File: config.mk
export PLATFORM = sky130hd
export DESIGN_NAME = jt900h_div
export DESIGN_NICKNAME = d
export VERILOG_FILES = /design/src/rtl/jt900h_div.sv
export SDC_FILE = /design/constraint.sdc
export NUM_CORES = 1
export LEC_CHECK = 0
export BUFFER_PORTS_ARGS = -buffer_cell sky130_fd_sc_hd__clkbuf_2
export CAP_MARGIN = 25
export CORE_MARGIN = 3
export CORE_UTILIZATION = 39
export DETAILED_ROUTE_END_ITERATION = 10
export GPL_TIMING_DRIVEN = 1
export SYNTH_ARGS = -nofsm -noshare
export SYNTH_HDL_FRONTEND = slang
export SYNTH_SLANG_ARGS = --single-unit
File: constraint.sdc
create_clock -name clk -period 6.4 [get_ports clk]
set_input_delay 0.64 -clock clk [delete_from_list [all_inputs] [get_ports clk]]
set_output_delay 0.64 -clock clk [all_outputs]
set_load 0.03 [all_outputs]
File: src/rtl/jt900h_div.sv
// Multi-cycle restoring divider for DIV/DIVS (16/8 byte form, 32/16 word form).
// Result packs quotient low and remainder high; v flags overflow, /0 or illegal width.
module jt900h_div #(
  parameter int BPC = 1
) (
  input  logic        clk,
  input  logic        rst,
  input  logic        cen,
  input  logic        start,
  input  logic        sgn,
  input  logic [2:0]  w,
  input  logic [31:0] op0,
  input  logic [31:0] op1,
  output logic        busy,
  output logic        done,
  output logic        v,
  output logic [31:0] rslt
);

  typedef enum logic [1:0] {IDLE, PREP, ITER, POST} state_t;

  localparam logic [3:0] LAST_BYTE = 4'(8 / BPC - 1);
  localparam logic [3:0] LAST_WORD = 4'(16 / BPC - 1);

  state_t      state_q, state_d;
  logic [31:0] op0_q, op0_d;
  logic [15:0] op1_q, op1_d;
  logic        sgn_q, sgn_d;
  logic        word_q, word_d;
  logic        ill_q, ill_d;
  logic [16:0] rem_q, rem_d;
  logic [15:0] quo_q, quo_d;
  logic [15:0] dvs_q, dvs_d;
  logic        qneg_q, qneg_d;
  logic        rneg_q, rneg_d;
  logic [3:0]  cnt_q, cnt_d;
  logic [31:0] rslt_q, rslt_d;
  logic        v_q, v_d;

  // Operand conditioning, evaluated while in PREP
  logic [31:0] dvd_raw, dvd_neg, dvd_mag;
  logic [15:0] dvs_raw, dvs_neg, dvs_mag, dvd_hi;
  logic        dvd_sgn, dvs_sgn, prep_err;

  always_comb begin
    dvd_raw  = word_q ? op0_q : {16'h0000, op0_q[15:0]};
    dvd_sgn  = sgn_q & (word_q ? op0_q[31] : op0_q[15]);
    dvd_neg  = ~dvd_raw + 32'd1;
    dvd_mag  = dvd_sgn ? (word_q ? dvd_neg : {16'h0000, dvd_neg[15:0]}) : dvd_raw;
    dvs_raw  = word_q ? op1_q : {8'h00, op1_q[7:0]};
    dvs_sgn  = sgn_q & (word_q ? op1_q[15] : op1_q[7]);
    dvs_neg  = ~dvs_raw + 16'd1;
    dvs_mag  = dvs_sgn ? (word_q ? dvs_neg : {8'h00, dvs_neg[7:0]}) : dvs_raw;
    dvd_hi   = word_q ? dvd_mag[31:16] : {8'h00, dvd_mag[15:8]};
    prep_err = ill_q | (dvs_raw == 16'h0000) | (dvd_hi >= dvs_mag);
  end

  // Byte quotients sit left-aligned in quo_q so the MSB feeding rem is always bit 15
  logic [16:0] step_rem;
  logic [15:0] step_quo;

  always_comb begin
    step_rem = rem_q;
    step_quo = quo_q;
    for (int i = 0; i < BPC; i++) begin
      step_rem = {step_rem[15:0], step_quo[15]};
      step_quo = {step_quo[14:0], 1'b0};
      if (step_rem >= {1'b0, dvs_q}) begin
        step_rem    = step_rem - {1'b0, dvs_q};
        step_quo[0] = 1'b1;
      end
    end
  end

  // Sign fix and signed range check on the final iteration's values
  logic [15:0] quo_s, rem_s, half;
  logic        ovf;
  logic [31:0] packed_r;

  always_comb begin
    quo_s    = qneg_q ? (~step_quo + 16'd1) : step_quo;
    rem_s    = rneg_q ? (~step_rem[15:0] + 16'd1) : step_rem[15:0];
    half     = word_q ? 16'h8000 : 16'h0080;
    ovf      = sgn_q & ((step_quo > half) | ((step_quo == half) & ~qneg_q));
    packed_r = word_q ? {rem_s, quo_s} : {op0_q[31:16], rem_s[7:0], quo_s[7:0]};
  end

  always_comb begin
    state_d = state_q;
    op0_d   = op0_q;
    op1_d   = op1_q;
    sgn_d   = sgn_q;
    word_d  = word_q;
    ill_d   = ill_q;
    rem_d   = rem_q;
    quo_d   = quo_q;
    dvs_d   = dvs_q;
    qneg_d  = qneg_q;
    rneg_d  = rneg_q;
    cnt_d   = cnt_q;
    rslt_d  = rslt_q;
    v_d     = v_q;
    case (state_q)
      IDLE: begin
        if (start) begin
          op0_d   = op0;
          op1_d   = op1[15:0];
          sgn_d   = sgn;
          word_d  = w[1];
          ill_d   = w[2];
          state_d = PREP;
        end
      end
      PREP: begin
        if (prep_err) begin
          rslt_d  = op0_q;
          v_d     = 1'b1;
          state_d = POST;
        end else begin
          rem_d   = {1'b0, dvd_hi};
          quo_d   = word_q ? dvd_mag[15:0] : {dvd_mag[7:0], 8'h00};
          dvs_d   = dvs_mag;
          qneg_d  = dvd_sgn ^ dvs_sgn;
          rneg_d  = dvd_sgn;
          cnt_d   = 4'd0;
          state_d = ITER;
        end
      end
      ITER: begin
        rem_d = step_rem;
        quo_d = step_quo;
        cnt_d = cnt_q + 4'd1;
        if (cnt_q == (word_q ? LAST_WORD : LAST_BYTE)) begin
          rslt_d  = ovf ? op0_q : packed_r;
          v_d     = ovf;
          state_d = POST;
        end
      end
      POST: begin
        state_d = IDLE;
      end
      default: state_d = IDLE;
    endcase
  end

  always_ff @(posedge clk) begin
    if (rst) begin
      state_q <= IDLE;
      op0_q   <= '0;
      op1_q   <= '0;
      sgn_q   <= 1'b0;
      word_q  <= 1'b0;
      ill_q   <= 1'b0;
      rem_q   <= '0;
      quo_q   <= '0;
      dvs_q   <= '0;
      qneg_q  <= 1'b0;
      rneg_q  <= 1'b0;
      cnt_q   <= '0;
      rslt_q  <= '0;
      v_q     <= 1'b0;
    end else if (cen) begin
      state_q <= state_d;
      op0_q   <= op0_d;
      op1_q   <= op1_d;
      sgn_q   <= sgn_d;
      word_q  <= word_d;
      ill_q   <= ill_d;
      rem_q   <= rem_d;
      quo_q   <= quo_d;
      dvs_q   <= dvs_d;
      qneg_q  <= qneg_d;
      rneg_q  <= rneg_d;
      cnt_q   <= cnt_d;
      rslt_q  <= rslt_d;
      v_q     <= v_d;
    end
  end

  assign busy = (state_q != IDLE);
  assign done = (state_q == POST);
  assign v    = v_q;
  assign rslt = rslt_q;

  // Bits with no role: divisor upper half, byte flag (byte is implied), rem carry bit
  logic unused_bits;
  assign unused_bits = &{1'b0, op1[31:16], w[0], step_rem[16]};

endmodule

==> results.ini, run 1 <==
[outcome]
status=finished, final reports clean

[floorplanning]
die_height_um=161
row_count=56
io_pins=107
die_w_um=161
start_util=0.399
die-area_um2=26100
core_um2=23600

[yosys]
synth.distinct_cells=81
ys_warn_count=0
netlist_area_um2=9430
synth_cells=1241
synth_flop_cell=dfxtp_1
yosysSeqAreaShare=0.297
syn_nets=1357
synth_seq_cells=140
synth_edf_count=0
async_flop_share=0
synth.avg_cell_area_um2=7.60

[clock_tree]
htree_levels=4
cts_buffer_depth=2
cts_tree=yes
ctsResizeCount=0
cts-root-buf=clkbuf_16
cts_buffers=17
ctsHoldBuffers=0
cts_sinks=140
post_cts_buffers=0
insertion_delay_ns=0.43
clkTransAtPathRegs_ns=0.07

[routing]
wl_met1_mm=14.5
routedWlPerCell_um=18.0
dr.max_layer_used=met4
vias=9067
drc=0
via_per_inst=5.61
ant_nets=0
routed_wl_mm=29.0
wl_met2_mm=11.8
drt-initial-drc-count=952
met3_length_mm=2.22
dr.pass1.iters=7

[setup_path]
cp-start-kind=flop
end_kind=flop
timing.rr.end=rem_q[1]$_SDFFE_PP0P_
cp.required_ns=6.67
critPathKind=flop to flop
r2r_slack_ns=0.85
endpoint=rem_q[1]$_SDFFE_PP0P_
crit_arrival_ns=5.82
rr_startpoint=op0_q[6]$_SDFFE_PP0P_
worstRegToRegCells=18
path_max_fanout=20
cp-startpoint=op0_q[6]$_SDFFE_PP0P_

[sta]
max_freq_mhz=180
period_needed_ns=5.55
setup_viol=0
fin_tns_setup_ns=0
rsz0062_at_grt=false
fin_crit_sh=0.868
slew_viol_final=0
finalHoldViolCount=0
max_slew_margin=0.319
fin_skew_ns=0.0122
tightest_slew_ns=1.02

[finish]
drive_gt1_frac=0.144
syn2layout_area_growth_pct=13.6
nNetsFinal=1399
design_area_um2=10700
antenna-diode-count=0

[power]
power_mw=3.04
irDropWorstVdd_mv=0.143
power_density_nw_per_um2=283
p_leak_nw=4.02

[grt]
grt_max_degree=94
antenna_found_initial=0
grt_pass1_vias=8232
grt_util_all_layers=0.219
grt_pass1_wl_mm=45.9
overflow=0

[placed_design]
place_area_um2=10100
dp_hpwl_mm=21.7
io_buffer_count=89
place.gp.congestion=0.954

[min_path]
hp-class=primary input to flop

[flow_run]
maxCapViolations=0

## area by class of cell
class / instances / area, µm²
well taps: 319 / 399
repair buffers: 104 / 581
clock inverters: 14 / 183
fillers: 2415 / 12900
flip-flops and latches: 140 / 2800
multi-input cells: 978 / 6150
inverters: 42 / 158
clock buffers: 18 / 439
## logic make-up after synthesis
group                    synth area share
AO/OA/AOI/OAI                       0.254
XOR/XNOR                           0.0725
adder cells (fa/ha/maj)            0.0592
buffers and inverters              0.0523
flip-flops                          0.297
multiplexers                       0.0378
AND/OR/NAND/NOR                     0.227
## how the worst min path moves through the flow
stage / start / depth (start not counted) / slack [ns] / end
after floorplan: op1_q[13]$_SDFFE_PP0P_ / 2 / 0.44 / op1_q[13]$_SDFFE_PP0P_
after global placement: rslt[1]$_SDFFE_PP0P_ / 2 / 0.44 / rslt[1]$_SDFFE_PP0P_
after detailed placement: rslt[1]$_SDFFE_PP0P_ / 2 / 0.45 / rslt[1]$_SDFFE_PP0P_
after CTS: op0[12] / 3 / 0.42 / op0_q[12]$_SDFFE_PP0P_
after global routing: op1[0] / 3 / 0.42 / op1_q[0]$_SDFFE_PP0P_
final: op1[7] / 3 / 0.43 / op1_q[7]$_SDFFE_PP0P_
## sequential cells by signal, indices dropped and copies added, names as in the netlist
signal and cells:
sgn_q 1, word_q 1, op0_q 32, rneg_q 1, quo_q 16, dvs_q 16, cnt_q 4, qneg_q 1
ill_q 1, op1_q 16, rslt 32, v 1, rem_q 16, state_q 2
## worst max-delay path: stages, from the launching register on
cell	delay [ns]
dfxtp_1	0.41
or4_4	0.61
or4_4	0.47
nor4b_4	0.42
nand2_2	0.15
o31ai_1	0.26
xor2_1	0.11
nor2_1	0.20
ha_1	0.29
a21o_1	0.18
a21o_1	0.17
a21oi_1	0.18
o211ai_1	0.13
a31oi_1	0.33
and2_4	0.23
o21a_1	0.71
o21ai_0	0.27
a21oi_1	0.20
nor3_1	0.07
## report_power, final
part | leakage [nW] | switching (mW) | internal (mW)
sequential | 1.14 | 0.0716 | 0.923
clock | 0.299 | 0.427 | 0.632
combinational | 2.58 | 0.634 | 0.348
## cells in the final DEF, fill, tap and decap left out, types with 17 or more instances in the layout
cell type	Yosys	routed
inv_1	41	41
o21ai_0	48	48
xor2_1	38	38
dfxtp_1	140	139
mux2i_1	33	33
o211ai_1	24	24
nand2_1	203	203
clkbuf_16	0	17
clkbuf_2	0	88
ha_1	43	42
a21oi_1	135	135
nor2_1	112	112
nor3_1	36	35
xnor2_1	40	40
a211oi_1	43	43
## layer usage
metal | track usage | vias to the layer above
met3 | 0.0398 | 36
li1 | - | 4499
met5 | 0 | -
met1 | 0.340 | 4193
met4 | 0.0587 | 0
met2 | 0.308 | 339
## Yosys cell counts (all sizes together), types with 4 or more instances
library cell / n / area [µm²]
a22oi: 4 / 30.0
a221oi: 9 / 78.8
buf: 14 / 80.1
and3: 6 / 37.5
inv: 42 / 158
nor2b: 14 / 87.6
or4: 6 / 52.6
and2: 8 / 56.3
o21ai: 56 / 288
xor2: 38 / 333
o211ai: 26 / 205
nand3: 14 / 70.1
nand2b: 11 / 68.8
o31ai: 15 / 123
o41ai: 8 / 92.6
dfxtp: 140 / 2800
a311oi: 10 / 100
a211oi: 47 / 373
a21o: 8 / 60.1
nor3: 38 / 200
or2: 4 / 25.0
o21a: 9 / 68.8
xnor2: 40 / 350
nand3b: 6 / 45.0
nor2: 113 / 432
a21oi: 137 / 693
nor4: 9 / 71.3
ha: 43 / 538
o21bai: 4 / 33.8
or3: 12 / 85.1
clkbuf: 67 / 255
a31oi: 7 / 43.8
nand4: 6 / 37.5
nand2: 205 / 774
mux2i: 33 / 330
## stage by stage
stage	worst slack [ns]	instances	hold slack (ns)	utilization
global placement	1.07	1582	0.444	0.426
global route	0.627	1615	0.421	0.454
floorplan	1.74	1241	0.436	-
finish	0.847	1615	0.427	0.454
detailed placement	0.974	1582	0.447	0.426
CTS	0.957	1614	0.417	0.453
(Power assumes the default switching activity.)
==> run 2, diff against run 1 <==
- ABC_AREA: default -> 1
- GPL_TIMING_DRIVEN: 1 -> 0
- PLACE_DENSITY: default -> 0.66
==> run 2 against run 1 <==
Net effect: sequential cell count unchanged; hold slack better by 0.019 ns; via count rose by 15%; count of clock-buffer cells in the layout rose by 2; highest routed layer unchanged; cell count increased by 20%; largest power group is now combinational logic; die area is 3.0% higher.
==> results.ini, run 2 <==
[yosys]
synth.avg_cell_area_um2=6.51  ; was 7.60 µm²
netlist_area_um2=9730  ; was 9430 µm²
yosysMostFrequentCell=nand2_1  ; unchanged
synth_cells=1495  ; was 1,241
synthTopCellsByCount=nand2_1 (316), inv_1 (172), o21ai_0 (170), a21oi_1 (151), dfxtp_1 (140)  ; was nand2_1 (203), dfxtp_1 (140), a21oi_1 (135), nor2_1 (112), clkbuf_1 (66)
yosys-top-cells-area=dfxtp_1 (29%), nand2_1 (12%), o21ai_0 (8.7%)  ; was dfxtp_1 (30%), nand2_1 (8.1%), a21oi_1 (7.2%)
yosysTopAreaCell=dfxtp_1  ; unchanged
ys_warn_count=0  ; unchanged
yosysSeqAreaShare=0.288  ; was 0.297
syn_nets=1611  ; was 1,357
synth.distinct_cells=52  ; was 81
async_flop_share=0  ; unchanged
synth_seq_cells=140  ; unchanged
synth_edf_count=0  ; unchanged
synth_top_cell_area_share=0.288  ; was 0.297
synth_flop_cell=dfxtp_1  ; unchanged

[routing]
via_per_inst=5.38  ; was 5.61
routed_wl_mm=34.4  ; was 29.0 mm
drc=0  ; unchanged
drt-initial-drc-count=1134  ; was 952
ant_nets=0  ; unchanged
routedWlPerCell_um=17.8  ; was 18.0 µm
vias=10400  ; was 9,067
dr.pass1.iters=5  ; was 7

[floorplanning]
core_um2=24400  ; was 23,600 µm²
row_count=57  ; was 56
die-area_um2=26900  ; was 26,100 µm²
io_pins=107  ; unchanged
die_w_um=164  ; was 161 µm
start_util=0.399  ; about the same
die_height_um=164  ; was 161 µm

[grt]
grt_util_all_layers=0.254  ; was 0.219
grt_pass1_wl_mm=52.7  ; was 45.9 mm
grt_pass1_vias=9409  ; was 8,232
overflow=0  ; unchanged
antenna_found_initial=0  ; unchanged
grt_max_degree=17  ; was 94

[clock_tree]
ctsHoldBuffers=0  ; unchanged
htree_levels=4  ; unchanged
cts_buffer_depth=2  ; unchanged
clkTransAtPathRegs_ns=0.07  ; about the same
cts_tree=yes  ; unchanged
cts-root-buf=clkbuf_16  ; unchanged
post_cts_buffers=0  ; unchanged
cts_sinks=140  ; unchanged
ctsResizeCount=0  ; unchanged
insertion_delay_ns=0.43  ; about the same
cts_buffers=17  ; unchanged

[setup_path]
path_delay_family=compound AO/OA/AOI/OAI gates  ; unchanged
slowest_stage=o21ai_0  ; was o21a_1
cp.required_ns=6.75  ; was 6.67 ns
path_max_fanout=10  ; was 20
critPathBufInv=5  ; was 0
crit_arrival_ns=5.37  ; was 5.82 ns
end_kind=flop  ; unchanged
cpPeakStageDelay_ns=0.63  ; was 0.71 ns
cp-start-kind=flop  ; unchanged
crit_top_cell=nand2_1
worstPathCellList=inv_1, ha_1, nand4_1, nor2_1, nand2_1, o41ai_1, nand2_1, o21ai_0, inv_1, ha_1, nand4_1, inv_1, nand2_1, o211ai_1, nand2_1, nand3_1, o21ai_1, nand2_1, inv_2, clkbuf_1, o21ai_0, a31oi_1  ; was or4_4, or4_4, nor4b_4, nand2_2, o31ai_1, xor2_1, nor2_1, ha_1, a21o_1, a21o_1, a21oi_1, o211ai_1, a31oi_1, and2_4, o21a_1, o21ai_0, a21oi_1, nor3_1
critPathKind=flop to flop  ; unchanged

[sta]
fin_crit_sh=0.784  ; was 0.868
max_slew_margin=0.422  ; was 0.319
fin_tns_setup_ns=0  ; unchanged
period_needed_ns=5.02  ; was 5.55 ns
slew_viol_final=0  ; unchanged
max_freq_mhz=199  ; was 180 MHz
fin_skew_ns=0.0123  ; was 0.0122 ns
finalHoldViolCount=0  ; unchanged
setup_viol=0  ; unchanged
tightest_slew_ns=0.858  ; was 1.02 ns
rsz0062_at_grt=false  ; unchanged
whs_ns=0.446  ; was 0.427 ns

[power]
power_mw=4.43  ; was 3.04 mW
power_density_nw_per_um2=396  ; was 283 nW/µm²
irDropWorstVdd_mv=0.175  ; was 0.143 mV
p_leak_nw=4.96  ; was 4.02 nW

[flow_run]
maxCapViolations=0  ; unchanged

[placed_design]
io_buffer_count=88  ; was 89
place.gp.congestion=0.958  ; was 0.954
dp_hpwl_mm=28.0  ; was 21.7 mm

[finish]
final_cell_mix=nand2_1 (316), inv_1 (172), o21ai_0 (170)  ; was nand2_1 (203), dfxtp_1 (139), a21oi_1 (135)
layout_commonest_cell=nand2_1  ; unchanged
antenna-diode-count=0  ; unchanged
syn2layout_area_growth_pct=15.0  ; was 13.6%
drive_gt1_frac=0.133  ; was 0.144
nNetsFinal=1718  ; was 1,399
post-route-util=0.458  ; was 0.454

[outcome]
status=finished, final reports clean  ; unchanged

[min_path]
hp-class=flop to flop  ; was primary input to flop

-- run 2: changes by cell type in the layout (fill, tap and decap cells not counted), moves of 14 or more --
cell      delta
a211oi_1    -41
a21oi_1     +16
a31oi_1     +20
clkbuf_1    +50
inv_1      +131
mux2i_1     -33
nand2_1    +113
nand2_2     +19
nand3_1     +68
nor2_1      -21
nor2b_1     -14
nor3_1      -20
o21ai_0    +122
xnor2_1     -38
-- run 2: worst reg2reg max path: stages (launching register included) --
cell	delay [ns]
dfxtp_1	0.32
inv_1	0.18
ha_1	0.24
nand4_1	0.12
nor2_1	0.19
nand2_1	0.13
o41ai_1	0.44
nand2_1	0.12
o21ai_0	0.63
inv_1	0.12
ha_1	0.31
nand4_1	0.11
inv_1	0.05
nand2_1	0.06
o211ai_1	0.09
nand2_1	0.07
nand3_1	0.14
o21ai_1	0.39
nand2_1	0.30
inv_2	0.23
clkbuf_1	0.38
o21ai_0	0.15
a31oi_1	0.17
-- run 2: path summary, 6_finish.rpt --
| kind | start | endpoint | slack [ns] | cells after the start |
|---|---|---|---|---|
| worst min register to register | op1_q[8]$_SDFFE_PP0P_ | op1_q[8]$_SDFFE_PP0P_ | 0.45 | 2 |
| worst max register to register | op0_q[0]$_SDFFE_PP0P_ | rem_q[11]$_SDFFE_PP0P_ | 1.38 | 22 |
| worst min-delay path | op1_q[8]$_SDFFE_PP0P_ | op1_q[8]$_SDFFE_PP0P_ | 0.45 | 2 |
| worst max-delay path | op0_q[0]$_SDFFE_PP0P_ | rem_q[11]$_SDFFE_PP0P_ | 1.38 | 22 |
-- run 2: kinds of logic (layout without fill, tap and decap cells) --
logic type,Yosys count,count (layout),share of synthesized area
flip-flops,140,140,0.288
adder cells (fa/ha/maj),44,44,0.0574
XOR/XNOR,44,44,0.0396
buffers and inverters,260,380,0.107
AO/OA/AOI/OAI,412,412,0.230
AND/OR/NAND/NOR,595,595,0.278
-- run 2: metrics by stage --
step | worst slack, ns | std cells | cell area, µm²
2_1_floorplan | 3.00 | 1495 | 9730
3_3_place_gp | 1.60 | 1907 | 10600
3_5_place_dp | 1.60 | 1907 | 10600
4_1_cts | 1.57 | 1939 | 11200
5_1_grt | 1.08 | 1939 | 11200
6_report | 1.38 | 1939 | 11200
-- run 2: final cells by class --
type | instances | area, µm²
Timing Repair Buffer | 88 | 440
Buffer | 74 | 342
Sequential cell | 140 | 2800
Inverter | 186 | 698
Tap cell | 324 | 405
Multi-Input combinational cell | 1095 | 5880
Clock inverter | 12 | 154
Fill cell | 2648 | 13200
Clock buffer | 20 | 457
-- run 2: where the power goes --
group	switching [mW]	internal, mW	total [mW]	leakage, nW
sequential	0.0971	0.967	1.06	1.14
clock	0.431	0.608	1.04	0.297
combinational	1.59	0.732	2.33	3.52
total	2.12	2.31	4.43	4.96
-- run 2: routing by layer --
| layer | wire (µm) | vias to the layer above | global-route usage |
|---|---|---|---|
| met5 | 0 | - | 0 |
| met4 | 608 | 0 | 0.0557 |
| met3 | 3470 | 48 | 0.0701 |
| met2 | 14400 | 455 | 0.379 |
| met1 | 16000 | 4746 | 0.364 |
| li1 | - | 5186 | - |
